File: config.mk
export PLATFORM = sky130hd
export DESIGN_NAME = door_controller
export DESIGN_NICKNAME = d
export VERILOG_FILES = /design/src/rtl/door_controller.sv
export SDC_FILE = /design/constraint.sdc
export NUM_CORES = 1
export LEC_CHECK = 0
export ABC_CLOCK_PERIOD_IN_PS = 4100
export BUFFER_PORTS_ARGS = -buffer_cell sky130_fd_sc_hd__buf_2
export CORE_MARGIN = 1
export CORE_UTILIZATION = 45
export CTS_BUF_LIST = sky130_fd_sc_hd__clkbuf_8
export DETAILED_ROUTE_END_ITERATION = 10
export SYNTH_ARGS = -nofsm -noshare
export SYNTH_HDL_FRONTEND = slang
export SYNTH_SLANG_ARGS = --single-unit
File: constraint.sdc
create_clock -name clk -period 4.1 [get_ports clk]
set_input_delay 0.41 -clock clk [delete_from_list [all_inputs] [get_ports clk]]
set_output_delay 0.41 -clock clk [all_outputs]
set_load 0.03 [all_outputs]
File: src/rtl/door_controller.sv
// Elevator door FSM: dwell/close timing, overload hold, and the
// weight counter clear pulse with its synchronizer blanking window.
module door_controller #(
    parameter int OPEN_CYCLES  = 8,
    parameter int CLOSE_CYCLES = 4,
    parameter int CLEAR_CYCLES = 3,
    parameter int RST_PULSE    = 2
) (
    input  logic clk,
    input  logic rst_n,
    input  logic arrive,
    input  logic open_btn,
    input  logic close_btn,
    input  logic weight_limit_exceeded,
    input  logic weight_ok_sense,
    output logic door,
    output logic weight_flip_reset,
    output logic overload_alarm,
    output logic depart_ok
);

    localparam int DW = $clog2(OPEN_CYCLES);
    localparam int CW = (CLOSE_CYCLES > 1) ? $clog2(CLOSE_CYCLES) : 1;
    localparam int PW = (RST_PULSE > 1) ? $clog2(RST_PULSE) : 1;
    localparam int BW = $clog2(RST_PULSE + 3);
    localparam int KW = $clog2(CLEAR_CYCLES + 1);

    localparam logic [DW-1:0] DWELL_LD = DW'(OPEN_CYCLES - 1);
    localparam logic [CW-1:0] CLOSE_LD = CW'(CLOSE_CYCLES - 1);
    localparam logic [PW-1:0] PULSE_LD = PW'(RST_PULSE - 1);
    localparam logic [BW-1:0] BLANK_LD = BW'(RST_PULSE + 2);
    localparam logic [KW-1:0] OK_LAST  = KW'(CLEAR_CYCLES - 1);

    typedef enum logic [2:0] {
        IDLE,
        OPEN,
        CLOSING,
        READY,
        OVERLOAD
    } state_t;

    state_t        state;
    state_t        state_n;
    logic [DW-1:0] dwell;
    logic [DW-1:0] dwell_n;
    logic [CW-1:0] ctmr;
    logic [CW-1:0] ctmr_n;
    logic [KW-1:0] ok_cnt;
    logic [KW-1:0] ok_cnt_n;
    logic [PW-1:0] pcnt;
    logic [BW-1:0] bcnt;
    logic          wl_m;
    logic          wl_s;
    logic          blank;
    logic          trip;
    logic          pulse_go;

    assign blank = (bcnt != '0);
    assign trip  = wl_s & ~blank;

    always_comb begin
        state_n  = state;
        dwell_n  = dwell;
        ctmr_n   = ctmr;
        ok_cnt_n = '0;
        pulse_go = 1'b0;
        unique case (state)
            IDLE: begin
                if (arrive | open_btn) begin
                    state_n = OPEN;
                    dwell_n = DWELL_LD;
                end
            end
            OPEN: begin
                // the dwell timer stays frozen while overloaded
                if (trip) begin
                    state_n = OVERLOAD;
                end else if (open_btn) begin
                    dwell_n = DWELL_LD;
                end else if (close_btn || dwell == '0) begin
                    state_n = CLOSING;
                    ctmr_n  = CLOSE_LD;
                end else begin
                    dwell_n = dwell - 1'b1;
                end
            end
            CLOSING: begin
                if (trip) begin
                    state_n = OVERLOAD;
                end else if (open_btn | arrive) begin
                    state_n = OPEN;
                    dwell_n = DWELL_LD;
                end else if (ctmr == '0) begin
                    state_n  = READY;
                    pulse_go = 1'b1;
                end else begin
                    ctmr_n = ctmr - 1'b1;
                end
            end
            READY: begin
                state_n = IDLE;
            end
            OVERLOAD: begin
                if (weight_ok_sense) begin
                    if (ok_cnt == OK_LAST) begin
                        state_n  = OPEN;
                        dwell_n  = DWELL_LD;
                        pulse_go = 1'b1;
                    end else begin
                        ok_cnt_n = ok_cnt + 1'b1;
                    end
                end
            end
            default: begin
                state_n = IDLE;
            end
        endcase
    end

    always_ff @(posedge clk or negedge rst_n) begin
        if (!rst_n) begin
            state          <= IDLE;
            dwell          <= '0;
            ctmr           <= '0;
            ok_cnt         <= '0;
            wl_m           <= 1'b0;
            wl_s           <= 1'b0;
            door           <= 1'b0;
            overload_alarm <= 1'b0;
            depart_ok      <= 1'b0;
        end else begin
            state          <= state_n;
            dwell          <= dwell_n;
            ctmr           <= ctmr_n;
            ok_cnt         <= ok_cnt_n;
            wl_m           <= weight_limit_exceeded;
            wl_s           <= wl_m;
            door           <= (state_n == OPEN) || (state_n == OVERLOAD);
            overload_alarm <= (state_n == OVERLOAD);
            depart_ok      <= (state_n == READY);
        end
    end

    // a new request restarts both the pulse width and the blanking window
    always_ff @(posedge clk or negedge rst_n) begin
        if (!rst_n) begin
            weight_flip_reset <= 1'b0;
            pcnt              <= '0;
            bcnt              <= '0;
        end else if (pulse_go) begin
            weight_flip_reset <= 1'b1;
            pcnt              <= PULSE_LD;
            bcnt              <= BLANK_LD;
        end else begin
            if (weight_flip_reset) begin
                if (pcnt == '0) begin
                    weight_flip_reset <= 1'b0;
                end else begin
                    pcnt <= pcnt - 1'b1;
                end
            end
            if (bcnt != '0) begin
                bcnt <= bcnt - 1'b1;
            end
        end
    end

endmodule

==> flow_metrics.env <==
export IMPL_top_usage_layer="met2"
export IMPL_synth_seq_cells=20
export IMPL_drc=0
export IMPL_grt_use_met3_pct=3.77
export IMPL_power_density_mw_per_mm2=687
export IMPL_grt_pass1_vias=636
export IMPL_layout_drive_gt1_share_pct=24.3
export IMPL_startpoint_type="register"
export IMPL_core_mm2=0.00200
export IMPL_hold_viol_final=0
export IMPL_max_cap_viol_count=0
export IMPL_grt_max_degree=21
export IMPL_holdWs_ns=0.0826
export IMPL_die_area_mm2=0.00237
export IMPL_cp_required_ns=4.29
export IMPL_antenna_found_initial=0
export IMPL_place_hpwl_um=1150
export IMPL_die_w_um=48.7
export IMPL_cts_buffer_depth=2
export IMPL_use_met1_pct=16.9
export IMPL_seq_area_frac_synth_pct=51.0
export IMPL_rows=16
export IMPL_async_reset_ff_share_pct=100
export IMPL_report_final_slew_viol_count=0
export IMPL_min_path_type="in -> async"
export IMPL_syn_area_um2=981
export IMPL_postCtsSetupRepairBufs=0
export IMPL_use_met2_pct=25.9
export IMPL_io_buffers=10
export IMPL_synth_cells=92
export IMPL_yosys_top_cells_area="dfrtp_1 51%, ha_1 6.4%, inv_1 3.4%"
export IMPL_worstSetupStartpoint="ctmr[0]"
export IMPL_cp_arrival_ns=2.30
export IMPL_clock_sinks=20
export IMPL_switchingPower_uw=279
export IMPL_grt_setup_unrepaired="no"
export IMPL_cts_tree="done"
export IMPL_die_h_um=48.7
export IMPL_synth_edf_count=0
export IMPL_finalClockSkew_ns=0.00415
export IMPL_initial_core_util_pct=49.0
export IMPL_fmax_mhz=474
export IMPL_cp_end_kind="register"
export IMPL_intPower_uw=479
export IMPL_status="completed"
export IMPL_layout_common_cells="20 x dfrtp_1, 10 x buf_2, 9 x inv_1, 9 x nand2_1, 7 x nor2_1"
export IMPL_cts_clk_slew_worst_paths_ns=0.07
export IMPL_first_pass_iters=3
export IMPL_comb_power_share_pct=40.3
export IMPL_grt_pass1_wl_um=2610
export IMPL_routedWlPerCell_um=11.5
export IMPL_drt_initial_drc_count=2
export IMPL_worstMarginPinSlew_ns=0.603
export IMPL_r2r_start="ctmr[0]"
export IMPL_drt_wl_total_um=1500
export IMPL_worst_path_max_fanout=4
export IMPL_cts_resized=0
export IMPL_peakVddDrop_v=0.000493
export IMPL_p_leak_uw=0.000548
export IMPL_cts_htree_levels=1
export IMPL_postRouteAntennaNets=0
export IMPL_yosys_area_top_type_share_pct=51.0
export IMPL_nets=116
export IMPL_holdBufCountCts=0
export IMPL_synthToLayoutAreaGrowth_pct=12.4
export IMPL_synthFlopType="dfrtp_1"
export IMPL_ys_warn_count=0
export IMPL_p_sw_share_pct=36.8
export IMPL_vias=663
export IMPL_grt_usage_pct=14.5
export IMPL_syn_num_nets=104
export IMPL_syn_area_per_cell_um2=10.7
export IMPL_post_route_period_util_pct=51.5
export IMPL_viasPerCell=5.10
export IMPL_power_frac_clock_pct=19.2
export IMPL_fin_crit_ns=2.11
export IMPL_critPathSlowestCell="dfrtp_1"
export IMPL_yosysUniqueCellTypes=35
export IMPL_final_common_cell="dfrtp_1"
export IMPL_antennaDiodeCount=0
export IMPL_seqPwrFrac_pct=40.5
export IMPL_setup_tns_ns=0
export IMPL_cts_inserted_buffers=3
export IMPL_crit_chain="inv_1 -> ha_1 -> or3_1 -> a32oi_1 -> nor3b_2 -> a21boi_0 -> o22a_1"
export IMPL_finalPower_uw=757
export IMPL_globalplace_congestion=0.803
export IMPL_final_setup_viol_count=0
export IMPL_synth_top_cell_by_area="dfrtp_1"
export IMPL_slew_headroom_pct=59.3
export IMPL_clk_latency_ns=0.25
export IMPL_max_stage_delay_ns=0.38
export IMPL_clockRootBuffer="clkbuf_8"
export IMPL_grt_overflow_total=0
export IMPL_critical_path_class="reg -> reg"
export IMPL_io_pins=11
## path summary, 6_finish.rpt
check                      slack, ns  depth (start not counted)   endpoint
min in group clk                0.26                          1       wl_m
setup reg to reg                1.99                          7    ctmr[1]
max in group asynchronous       3.72                          1       wl_m
hold reg to reg                 0.35                          0       wl_s
hold / removal                  0.08                          1  ok_cnt[1]
setup / recovery                1.99                          7    ctmr[1]
## per-stage QoR
| step | cells | area, um2 | util (%) | setup WS (ns) |
|---|---|---|---|---|
| 6_report | 130 | 1100 | 55.1 | 1.99 |
| 5_1_grt | 130 | 1100 | 55.1 | 1.84 |
| 4_1_cts | 130 | 1100 | 55.1 | 1.97 |
| 3_5_place_dp | 126 | 1050 | 52.3 | 2.01 |
| 3_3_place_gp | 126 | 1050 | 52.3 | 1.99 |
| 2_1_floorplan | 92 | 981 | - | 2.22 |
## logic make-up (layout without fill, tap and decap cells)
| group | after synthesis | in the layout | synth area share (%) |
|---|---|---|---|
| DFF | 20 | 20 | 51.0 |
| AOI/OAI and AO/OA | 16 | 16 | 12.8 |
| and+or+nand+nor | 33 | 33 | 18.4 |
| muxes | 4 | 4 | 4.46 |
| xor gates and xnor gates | 2 | 2 | 1.79 |
| buffers and inverters | 12 | 23 | 5.23 |
| adders and majority gates | 5 | 5 | 6.38 |
## sequential cells by signal, indices dropped and copies added (netlist names), 2 cells and up
register  count
ctmr          2
ok_cnt        2
state         3
bcnt          3
dwell         3
## critical path: cells and delay by family, from the launching register on
kind,cells,cell delay [ns]
flops,1,0.38
fa+ha+maj,1,0.19
buf+inv,1,0.06
simple gates,2,0.59
compound gates,3,0.84
## cell type report
type | count | area [um2]
Tap cell | 27 | 33.8
Sequential cell | 20 | 500
Timing Repair Buffer | 10 | 50.0
Multi-Input combinational cell | 60 | 429
Inverter | 9 | 33.8
Clock buffer | 4 | 55.1
Fill cell | 193 | 900
## power groups by stage
stage | Sequential [uW] | Clock, uW | Combinational (uW)
final | 307 | 146 | 305
after CTS | 306 | 151 | 310
after floorplan | 319 | 0 | 239
after detailed placement | 310 | 0 | 310
after global routing | 316 | 161 | 342
after global placement | 308 | 0 | 304
## synthesized netlist by cell type, types with 2 or more instances
cell type and count:
o21ai_2 2, mux2_2 3, nor3_1 2, nor4b_1 2, or2_2 2, nand2_1 9
o22ai_1 2, ha_1 5, nor2_1 7, o22a_1 2, buf_2 2, o21ai_0 2
a32oi_1 2, dfrtp_1 20, and2_1 2, inv_1 9
## metal layers
metal  vias to the layer above  share of wire, %
met1                       317                46
li1                        336                 -
met5                         -                 0
met4                         0              0.87
met3                         2               2.8
met2                         8                50
Power figures use the tool's default switching activity.
